**config.mk**
```make
export PLATFORM = sky130hd
export DESIGN_NAME = pipeline_hazard_ctrl_flat
export DESIGN_NICKNAME = d
export VERILOG_FILES = /design/src/rtl/pipeline_hazard_ctrl_pkg.sv /design/src/rtl/pipeline_hazard_ctrl_if.sv /design/src/rtl/pipeline_hazard_ctrl_mdu_busy_counter.sv /design/src/rtl/pipeline_hazard_ctrl.sv /design/src/flat_wrapper.sv
export SDC_FILE = /design/constraint.sdc
export NUM_CORES = 1
export LEC_CHECK = 0
export CAP_MARGIN = 20
export CORE_UTILIZATION = 38
export CTS_BUF_LIST = sky130_fd_sc_hd__clkbuf_4 sky130_fd_sc_hd__clkbuf_8
export DETAILED_ROUTE_END_ITERATION = 8
export GPL_TIMING_DRIVEN = 0
export PLACE_DENSITY = 0.81
export SYNTH_ARGS = -nofsm -noshare
export SYNTH_HDL_FRONTEND = slang
export SYNTH_SLANG_ARGS = --single-unit
```
**constraint.sdc**
```tcl
create_clock -name clk -period 2.15 [get_ports clk]
set_clock_uncertainty 0.2 [all_clocks]
set_input_delay 0.43 -clock clk [delete_from_list [all_inputs] [get_ports clk]]
set_output_delay 0.43 -clock clk [all_outputs]
set_load 0.01 [all_outputs]
```
**src/rtl/pipeline_hazard_ctrl_pkg.sv**
```systemverilog
// Shared definitions for the pipeline stall/flush sequencer: FSM encoding,
// the hard-wired zero register and the default MDU latency.
package pipe_ctrl_pkg;

  typedef enum logic [1:0] {
    RUN      = 2'd0,
    MEM_WAIT = 2'd1,
    MDU_WAIT = 2'd2
  } hz_state_t;

  localparam logic [4:0] REG_ZERO    = 5'd0;
  localparam int         MDU_LAT_DEF = 32;

  function automatic logic src_hit(input logic uses, input logic [4:0] src,
                                   input logic [4:0] dest);
    return uses && (src == dest);
  endfunction

endpackage

```
**src/rtl/pipeline_hazard_ctrl_if.sv**
```systemverilog
// Hazard controller bundle: stage fields in, per-stage enables/flushes out.
// With HAZARD_PERF_CNT_EN defined it also carries the stall/flush counters.
interface pipeline_hazard_ctrl_if;
  logic [4:0] id_rs;
  logic [4:0] id_rt;
  logic       id_uses_rs;
  logic       id_uses_rt;
  logic       id_jump;
  logic       id_hilo_rd;
  logic       ex_mem_read;
  logic [4:0] ex_reg_dest;
  logic       ex_branch_taken;
  logic       ex_mdu_start;
  logic       mem_req;
  logic       mem_ready;
  logic       pc_we;
  logic       ifid_we;
  logic       ifid_flush;
  logic       idex_we;
  logic       idex_flush;
  logic       exmem_we;
  logic       memwb_bubble;
  logic       mdu_busy;
`ifdef HAZARD_PERF_CNT_EN
  logic [31:0] stall_cycles;
  logic [31:0] flush_events;
`endif

  modport master (
    output id_rs, id_rt, id_uses_rs, id_uses_rt, id_jump, id_hilo_rd,
           ex_mem_read, ex_reg_dest, ex_branch_taken, ex_mdu_start,
           mem_req, mem_ready,
`ifdef HAZARD_PERF_CNT_EN
    input  stall_cycles, flush_events,
`endif
    input  pc_we, ifid_we, ifid_flush, idex_we, idex_flush, exmem_we,
           memwb_bubble, mdu_busy
  );

  modport slave (
    input  id_rs, id_rt, id_uses_rs, id_uses_rt, id_jump, id_hilo_rd,
           ex_mem_read, ex_reg_dest, ex_branch_taken, ex_mdu_start,
           mem_req, mem_ready,
`ifdef HAZARD_PERF_CNT_EN
    output stall_cycles, flush_events,
`endif
    output pc_we, ifid_we, ifid_flush, idex_we, idex_flush, exmem_we,
           memwb_bubble, mdu_busy
  );
endinterface

```
**src/rtl/pipeline_hazard_ctrl_mdu_busy_counter.sv**
```systemverilog
// MDU busy down-counter: loads the latency on a start, then counts to zero
// on its own, independent of pipeline stalls.
module mdu_busy_counter #(
  parameter int MDU_LAT = 32,
  parameter int CNT_W   = 6
) (
  input  logic clk,
  input  logic reset,
  input  logic load,
  output logic mdu_busy,
  output logic mdu_last
);
  localparam logic [CNT_W-1:0] LAT = CNT_W'(MDU_LAT);
  localparam logic [CNT_W-1:0] ONE = CNT_W'(1);

  logic [CNT_W-1:0] cnt;

  always_ff @(posedge clk or posedge reset) begin
    if (reset)             cnt <= '0;
    else if (load)         cnt <= LAT;
    else if (cnt != '0)    cnt <= cnt - ONE;
  end

  assign mdu_busy = (cnt != '0);
  assign mdu_last = (cnt == ONE);
endmodule

```
**src/rtl/pipeline_hazard_ctrl.sv**
```systemverilog
// Central stall/flush sequencer for the 5-stage pipeline.
// Optional build macro: HAZARD_PERF_CNT_EN (stall/flush event counters).
module pipeline_hazard_ctrl
  import pipe_ctrl_pkg::*;
#(
  parameter int MDU_LAT = MDU_LAT_DEF,
  parameter int CNT_W   = 6
) (
  input logic                  clk,
  input logic                  reset,
  pipeline_hazard_ctrl_if.slave hz
);
  hz_state_t state, state_nxt;
  logic memstall, loaduse, mdustall, mdu_busy, mdu_last, mdu_load;
  logic pc_we, ifid_we, ifid_flush, idex_we, idex_flush, exmem_we, memwb_bubble;

  assign memstall = hz.mem_req & ~hz.mem_ready;
  assign loaduse  = hz.ex_mem_read && (hz.ex_reg_dest != REG_ZERO) &&
                    (src_hit(hz.id_uses_rs, hz.id_rs, hz.ex_reg_dest) ||
                     src_hit(hz.id_uses_rt, hz.id_rt, hz.ex_reg_dest));
  assign mdustall = hz.id_hilo_rd & mdu_busy;
  // A start frozen in EX by a memory wait must not launch the MDU twice.
  assign mdu_load = hz.ex_mdu_start & exmem_we;

  mdu_busy_counter #(.MDU_LAT(MDU_LAT), .CNT_W(CNT_W)) u_mdu_cnt (
    .clk      (clk),
    .reset    (reset),
    .load     (mdu_load),
    .mdu_busy (mdu_busy),
    .mdu_last (mdu_last)
  );

  always_ff @(posedge clk or posedge reset) begin
    if (reset) state <= RUN;
    else       state <= state_nxt;
  end

  always_comb begin
    state_nxt = state;
    unique case (state)
      RUN:      if (memstall)                     state_nxt = MEM_WAIT;
                else if (mdustall && !mdu_last)   state_nxt = MDU_WAIT;
      MEM_WAIT: if (!memstall)
                  state_nxt = (mdustall && !mdu_last) ? MDU_WAIT : RUN;
      MDU_WAIT: if (memstall)                     state_nxt = MEM_WAIT;
                else if (!mdustall || mdu_last)   state_nxt = RUN;
      default:  state_nxt = RUN;
    endcase
  end

  always_comb begin
    pc_we        = 1'b1;
    ifid_we      = 1'b1;
    idex_we      = 1'b1;
    exmem_we     = 1'b1;
    ifid_flush   = 1'b0;
    idex_flush   = 1'b0;
    memwb_bubble = 1'b0;
    if (reset) begin
      pc_we        = 1'b0;
      ifid_we      = 1'b0;
      idex_we      = 1'b0;
      exmem_we     = 1'b0;
      ifid_flush   = 1'b1;
      idex_flush   = 1'b1;
      memwb_bubble = 1'b1;
    end else if (memstall) begin
      pc_we        = 1'b0;
      ifid_we      = 1'b0;
      idex_we      = 1'b0;
      exmem_we     = 1'b0;
      memwb_bubble = 1'b1;
    end else if (hz.ex_branch_taken) begin
      ifid_flush = 1'b1;
      idex_flush = 1'b1;
    end else if (loaduse || mdustall) begin
      pc_we      = 1'b0;
      ifid_we    = 1'b0;
      idex_flush = 1'b1;
    end else if (hz.id_jump) begin
      ifid_flush = 1'b1;
    end
  end

  assign hz.pc_we        = pc_we;
  assign hz.ifid_we      = ifid_we;
  assign hz.ifid_flush   = ifid_flush;
  assign hz.idex_we      = idex_we;
  assign hz.idex_flush   = idex_flush;
  assign hz.exmem_we     = exmem_we;
  assign hz.memwb_bubble = memwb_bubble;
  assign hz.mdu_busy     = mdu_busy;

`ifdef HAZARD_PERF_CNT_EN
  logic [31:0] stall_cycles, flush_events;

  always_ff @(posedge clk or posedge reset) begin
    if (reset) begin
      stall_cycles <= '0;
      flush_events <= '0;
    end else begin
      if (!pc_we)     stall_cycles <= stall_cycles + 32'd1;
      if (ifid_flush) flush_events <= flush_events + 32'd1;
    end
  end

  assign hz.stall_cycles = stall_cycles;
  assign hz.flush_events = flush_events;
`endif
endmodule

```
**src/flat_wrapper.sv**
```systemverilog
// flat-port wrapper written by rule: the top's interface ports become plain ports
module pipeline_hazard_ctrl_flat import pipe_ctrl_pkg::*;
#(
  parameter int MDU_LAT = MDU_LAT_DEF,
  parameter int CNT_W   = 6
)
  (clk, reset, hz_id_rs, hz_id_rt, hz_id_uses_rs, hz_id_uses_rt, hz_id_jump, hz_id_hilo_rd, hz_ex_mem_read, hz_ex_reg_dest, hz_ex_branch_taken, hz_ex_mdu_start, hz_mem_req, hz_mem_ready, hz_pc_we, hz_ifid_we, hz_ifid_flush, hz_idex_we, hz_idex_flush, hz_exmem_we, hz_memwb_bubble, hz_mdu_busy);
  pipeline_hazard_ctrl_if hz_i ();
  input logic clk;
  input logic reset;
  input wire logic [$bits(hz_i.id_rs)-1:0] hz_id_rs;
  input wire logic [$bits(hz_i.id_rt)-1:0] hz_id_rt;
  input wire logic [$bits(hz_i.id_uses_rs)-1:0] hz_id_uses_rs;
  input wire logic [$bits(hz_i.id_uses_rt)-1:0] hz_id_uses_rt;
  input wire logic [$bits(hz_i.id_jump)-1:0] hz_id_jump;
  input wire logic [$bits(hz_i.id_hilo_rd)-1:0] hz_id_hilo_rd;
  input wire logic [$bits(hz_i.ex_mem_read)-1:0] hz_ex_mem_read;
  input wire logic [$bits(hz_i.ex_reg_dest)-1:0] hz_ex_reg_dest;
  input wire logic [$bits(hz_i.ex_branch_taken)-1:0] hz_ex_branch_taken;
  input wire logic [$bits(hz_i.ex_mdu_start)-1:0] hz_ex_mdu_start;
  input wire logic [$bits(hz_i.mem_req)-1:0] hz_mem_req;
  input wire logic [$bits(hz_i.mem_ready)-1:0] hz_mem_ready;
  output wire logic [$bits(hz_i.pc_we)-1:0] hz_pc_we;
  output wire logic [$bits(hz_i.ifid_we)-1:0] hz_ifid_we;
  output wire logic [$bits(hz_i.ifid_flush)-1:0] hz_ifid_flush;
  output wire logic [$bits(hz_i.idex_we)-1:0] hz_idex_we;
  output wire logic [$bits(hz_i.idex_flush)-1:0] hz_idex_flush;
  output wire logic [$bits(hz_i.exmem_we)-1:0] hz_exmem_we;
  output wire logic [$bits(hz_i.memwb_bubble)-1:0] hz_memwb_bubble;
  output wire logic [$bits(hz_i.mdu_busy)-1:0] hz_mdu_busy;
  assign hz_i.id_rs = hz_id_rs;
  assign hz_i.id_rt = hz_id_rt;
  assign hz_i.id_uses_rs = hz_id_uses_rs;
  assign hz_i.id_uses_rt = hz_id_uses_rt;
  assign hz_i.id_jump = hz_id_jump;
  assign hz_i.id_hilo_rd = hz_id_hilo_rd;
  assign hz_i.ex_mem_read = hz_ex_mem_read;
  assign hz_i.ex_reg_dest = hz_ex_reg_dest;
  assign hz_i.ex_branch_taken = hz_ex_branch_taken;
  assign hz_i.ex_mdu_start = hz_ex_mdu_start;
  assign hz_i.mem_req = hz_mem_req;
  assign hz_i.mem_ready = hz_mem_ready;
  assign hz_pc_we = hz_i.pc_we;
  assign hz_ifid_we = hz_i.ifid_we;
  assign hz_ifid_flush = hz_i.ifid_flush;
  assign hz_idex_we = hz_i.idex_we;
  assign hz_idex_flush = hz_i.idex_flush;
  assign hz_exmem_we = hz_i.exmem_we;
  assign hz_memwb_bubble = hz_i.memwb_bubble;
  assign hz_mdu_busy = hz_i.mdu_busy;
  pipeline_hazard_ctrl #(.MDU_LAT(MDU_LAT), .CNT_W(CNT_W)) u_core (.clk(clk), .reset(reset), .hz(hz_i));
endmodule
```
### Word level (Yosys, flattened, before mapping)

Index checks and enable logic that the tools add are counted.

| storage, ports and cells | value |
|---|---|
| register bits after elaboration | 6 |
| output and inout bits | 8 |
| word-level logic and storage cells | 36 |

| cells by class | value |
|---|---|
| add/subtract/negate cells | 1 |
| eq/ne operators | 2 |
| multiplexer cells | 19 |
| bitwise operators | 4 |
| reduce and logical (&&, ||, !) cells | 9 |

Operator list:

| kind | number |
|---|---|
| $mux 1 | 17 |
| $mux 6 | 2 |
| $eq 5x5->1 | 2 |
| $reduce_bool 6->1 | 1 |
| $sub 6x1->6 const B | 1 |
| $reduce_bool 5->1 | 1 |
| $logic_and 1x1->1 | 4 |
| $and 1x1->1 | 3 |
| $logic_or 1x1->1 | 2 |
| $reduce_bool 2->1 | 1 |
| $not 1->1 | 1 |

### Logic depth before layout (Yosys ltp)

| depth | value |
|---|---|
| depth in word-level cells | 9 |
| depth in mapped cells | 7 |
| depth with buffers taken out | 6 |

### Cells and area by module

A second synthesis with hierarchy kept.

| second synthesis, totals | value |
|---|---|
| cell total of the unflattened synthesis | 71 |
| area, all modules | 601.8 um^2 |

Modules (own cells, without submodules):

| module | times used | cells an instance | area each (um^2) | sequential area each (um^2) |
|---|---|---|---|---|
| mdu_busy_counter | 1 | 35 | 364.1 | 150.1 |
| pipeline_hazard_ctrl | 1 | 36 | 237.7 | 0.0 |

### Worst setup path after synthesis

Ideal clock, no wire load.

| timing | value |
|---|---|
| kind | register -> output |
| start point | register u_core.u_mdu_cnt.cnt[0] |
| end point | output hz_pc_we |
| arrival | 1.587 ns |
| required time | 1.520 ns |
| slack | -0.067 ns |
| stages on the path, launching flop included | 8 |
| buffers on the path | 1 |
| cells stage by stage | dfrtp_1 > inv_1 > ha_1 > nor2b_1 > a21bo_2 > o21ai_0 > a21oi_1 > buf_4 |

| between the ends | value |
|---|---|
| cells in the longest elaborated chain, start to end | 7 |

Ends and longest elaborated chain:

| what | RTL line | source |
|---|---|---|
| start, declared | pipeline_hazard_ctrl_mdu_busy_counter.sv:16 | `logic [CNT_W-1:0] cnt;` |
| start signal, assigned | pipeline_hazard_ctrl_mdu_busy_counter.sv:21 | `else if (cnt != '0) cnt <= cnt - ONE;` |
| $reduce_bool 6->1 | pipeline_hazard_ctrl_mdu_busy_counter.sv:24 | `assign mdu_busy = (cnt != '0);` |
| $and 1x1->1 | pipeline_hazard_ctrl.sv:21 | `assign mdustall = hz.id_hilo_rd & mdu_busy;` |
| $logic_or 1x1->1 | pipeline_hazard_ctrl.sv:76 | `end else if (loaduse \|\| mdustall) begin` |
| $mux 1 (4 in series) | - |  |
| end, declared | flat_wrapper.sv:23 | `output wire logic [$bits(hz_i.pc_we)-1:0] hz_pc_we;` |

Every way passes these cells.

### Final worst setup path

| timing | value |
|---|---|
| start point | input hz_ex_reg_dest[4] |
| end point | output hz_pc_we |

| between the ends | value |
|---|---|
| cells in the longest elaborated chain, start to end | 9 |
| elaborated cells between the ends (all ways) | 13 |

Ends and longest elaborated chain:

| what | RTL line | source |
|---|---|---|
| start, declared | flat_wrapper.sv:18 | `input wire logic [$bits(hz_i.ex_reg_dest)-1:0] hz_ex_reg_dest;` |
| $eq 5x5->1 | pipeline_hazard_ctrl_pkg.sv:16 | `return uses && (src == dest);` |
| $logic_and 1x1->1 | pipeline_hazard_ctrl_pkg.sv:16 |  |
| $logic_or 1x1->1 | pipeline_hazard_ctrl.sv:19 | `(src_hit(hz.id_uses_rs, hz.id_rs, hz.ex_reg_dest) \|\|` |
| $logic_and 1x1->1 (*) | pipeline_hazard_ctrl.sv:18 | `assign loaduse = hz.ex_mem_read && (hz.ex_reg_dest != REG_ZERO) &&` |
| $logic_or 1x1->1 (*) | pipeline_hazard_ctrl.sv:76 |  |
| $mux 1 (*) | pipeline_hazard_ctrl.sv:76 |  |
| $mux 1 (*) | pipeline_hazard_ctrl.sv:73 | `end else if (hz.ex_branch_taken) begin` |
| $mux 1 (*) | pipeline_hazard_ctrl.sv:67 | `end else if (memstall) begin` |
| $mux 1 (*) | pipeline_hazard_ctrl.sv:59 | `if (reset) begin` |

Mark *: on every way between the ends. The rest lies on a longest branch, timed or not.

==> impl_results.md <==
- Relative slew slack: 77.72%
- Setup slack at placement: -0.9667 ns
- Die area: ~1700 µm²
- Routed WL per cell: about 13 µm
- Area delta synth->final: 80.13%
- Largest net degree at the start of global routing: 8
- Synthesized area: approximately 570 µm²
- Initial Utilization: ~42%
- Crit path cell chain: buf_8 -> or4_4 -> o21ai_4 -> nor2_2 -> a21oi_2 -> buf_4 -> buf_6
- Internal: 0.5150 mW
- Die width: ~41 µm
- Post-Synthesis Cells: 67
- Period utilisation layout: 105.2%
- Syn Nets: 95
- Antenna cells: 0
- # setup viols final: 4
- Max reg flops: 6
- Most frequent cells in the layout: 14 x dlygate4sd2_1, 13 x xnor2_1, 11 x buf_4
- Pleak: about 0.45 nW
- Nets: 141
- Num CTS Buffers: 3
- Core occupancy in the finished layout: between 70% and 80%
- Row count: 13
- Switching share of total power: between 30% and 40%
- GRT Util Overall: a little over a fifth
- Final slew viol count: 0
- Max-cap violations: 0
- Clock Latency Late Sink: 0.26 ns
- Final TNS setup: -0.2987 ns
- Sequential element share of the synthesized area: between 20% and 30%
- Post-layout min period: ~2.3 ns
- Wire length after detailed routing: approximately 1.7 mm
- First-pass GRT wire length: ~2.2 mm
- Startpoint class of the critical path: input pin
- CP Capture Type: output pin
- Vias: ~650
- Synth area leaders: dfrtp_1 26%, xnor2_1 20%, nor2_1 5.2%
- Root Buffer Master: clkbuf_4
- Top cell type's share of synthesized area: a little over a quarter
- Non-Filler Instances: 126
- Clock network power share: a little over an eighth
- Synthesis warning total: 0
- I/O pins: 34
- H-tree depth: 1
- VDD IR max: between 0.5 and 0.6 mV
- Fin worst setup slack: -0.1114 ns
- Combinational fraction of design power: between 50 and 60%
- Share of cells above drive strength 1: a little under two fifths
- DR iter-0 viols: 24
- Commonest non-fill, non-tap cell in the layout: dlygate4sd2_1
- Worst path slowest cell: or4_4
- CTS sink count: 6
- Initial antenna violation count: 0
- Input/output buffers: 33
- Die extent in y: roughly 41 µm
- Largest stage delay, worst path: 0.53 ns
- Yosys top cell by area: dfrtp_1
- Fmax achieved: approximately 440 MHz
- Fin. Hold Viols: 0
- Net switching power: about 0.34 mW
- Pwr dens: around 820 nW/µm²
- CTS tree: done
- Worst slew pin tran: around 0.33 ns
- Post-placement cell count: 115
- Top flop regs: u_core.u_mdu_cnt.cnt x6
- Crit path DAT: 1.63 ns
- # DRC: 0
- Vias in the first global route: 546
- Largest register by flop count: u_core.u_mdu_cnt.cnt
- HPWL after DPL: ~1.2 mm
- Unrepaired setup endpoints after global routing: true
- Vias/cell: a little over 5
- Mean Syn Cell Area: 8.553 µm²
- Crit Path Max Fanout: 3
- Worst Hold Class: in2async
- Outcome: complete, but fails checks
- CORE AREA: about 1400 µm²
- Worst Path Required: around 1.5 ns
- CTS Hold Buffers Added: 0
- Clock buffer depth: 2
- #FFs+latches synth: 6
- Reg clk slew, reported paths: ~0.050 ns
- Grt ovf: 0
- Failing checks: negative setup slack
- First-pass DRT Iterations: 4
- Synth unique cells: 28
- Detail Route Antenna Nets: 0
- Worst setup path category: in2out
- RePlAce Congestion: 0.7194
- Sequential share of power: about 28%
==> metal layers <==
metal	track usage (%)	wire, µm	part of all wire [%]	vias up
met5	0	0	0	-
met4	10.00	29	1.7	0
met3	6.522	80	4.8	7
met2	40.63	947	57	29
met1	19.74	601	36	298
li1	-	-	-	318
==> critical path, delay by kind of cell <==
kind	cells	cell delay, ns
buf+inv	3	0.30
compound gates	2	0.30
simple gates	2	0.59
==> path summary, 6_finish.rpt <==
path                                                startpoint                                  end  slack [ns]  cells after the start
setup / recovery                             hz_ex_reg_dest[4]                             hz_pc_we       -0.11                      7
hold / removal                                           reset  u_core.u_mdu_cnt.cnt[4]$_DFFE_PP0P_        0.15                      3
setup reg to reg           u_core.u_mdu_cnt.cnt[0]$_DFFE_PP0P_  u_core.u_mdu_cnt.cnt[3]$_DFFE_PP0P_        0.35                      7
hold reg to reg            u_core.u_mdu_cnt.cnt[3]$_DFFE_PP0P_  u_core.u_mdu_cnt.cnt[3]$_DFFE_PP0P_        0.41                      2
max in group asynchronous                                reset  u_core.u_mdu_cnt.cnt[3]$_DFFE_PP0P_        1.47                      3
min in group clk           u_core.u_mdu_cnt.cnt[3]$_DFFE_PP0P_  u_core.u_mdu_cnt.cnt[3]$_DFFE_PP0P_        0.41                      2
==> cell usage after synthesis <==
master / number
a2111oi_2: 1
a211oi_1: 2
a21bo_2: 1
a21o_1: 2
a21oi_1: 3
a31oi_1: 1
and2_1: 1
and3_1: 1
buf_4: 2
clkbuf_1: 1
dfrtp_1: 6
ha_1: 2
inv_1: 4
mux2i_1: 1
nand2_1: 5
nand2b_1: 1
nand3_1: 2
nand4_1: 2
nor2_1: 8
nor2b_1: 1
nor3_4: 1
o21ai_0: 1
o21ai_2: 1
o221a_2: 1
o22ai_1: 1
or4_4: 1
xnor2_1: 13
xor2_1: 1
==> cells by family (layout without fill, tap and decap cells) <==
| logic type | count (synthesis) | after routing | share of synthesized area (%) |
|---|---|---|---|
| buffers and inverters | 7 | 51 | 5.893 |
| DFF | 6 | 6 | 26.20 |
| xor gates and xnor gates | 14 | 14 | 21.40 |
| and+or+nand+nor | 23 | 23 | 21.62 |
| muxes | 1 | 1 | 1.747 |
| AOI/OAI and AO/OA | 14 | 14 | 18.77 |
| adders and majority gates | 2 | 2 | 4.366 |
==> through the flow <==
| step | hold slack [ns] | instance area, µm² | total power [mW] |
|---|---|---|---|
| after floorplan | 0.03120 | 579.3 | 0.4931 |
| after global placement | 0.3819 | 928.4 | 0.6068 |
| after detailed placement | 0.3965 | 928.4 | 0.6208 |
| after CTS | 0.1319 | 1002 | 0.7997 |
| after global routing | 0.1682 | 1032 | 0.9012 |
| final | 0.1496 | 1032 | 0.8501 |
==> layout make-up <==
type	instances	area, µm²
clock buffer	3	22.52
fill	102	317.8
sequential	6	151.4
buffer	3	18.77
tap	15	18.77
multi-input combinational	54	451.7
timing repair buffer	41	354.1
inverter	4	15.01
==> power by group through the flow <==
stage	Clock (mW)	Sequential [mW]	Combinational (mW)
final	0.111	0.235	0.504
after CTS	0.110	0.232	0.457
after detailed placement	0	0.238	0.383
after global placement	0	0.235	0.372
after floorplan	0	0.225	0.268
after global routing	0.117	0.241	0.543
==> what timing repair did <==
action,in CTS,in global routing
setup endpoints to repair,8,6
gates resized for setup,68,8
buffers inserted,7,1
pin swaps,24,3
Note: power is estimated with default switching activity, not from simulation.
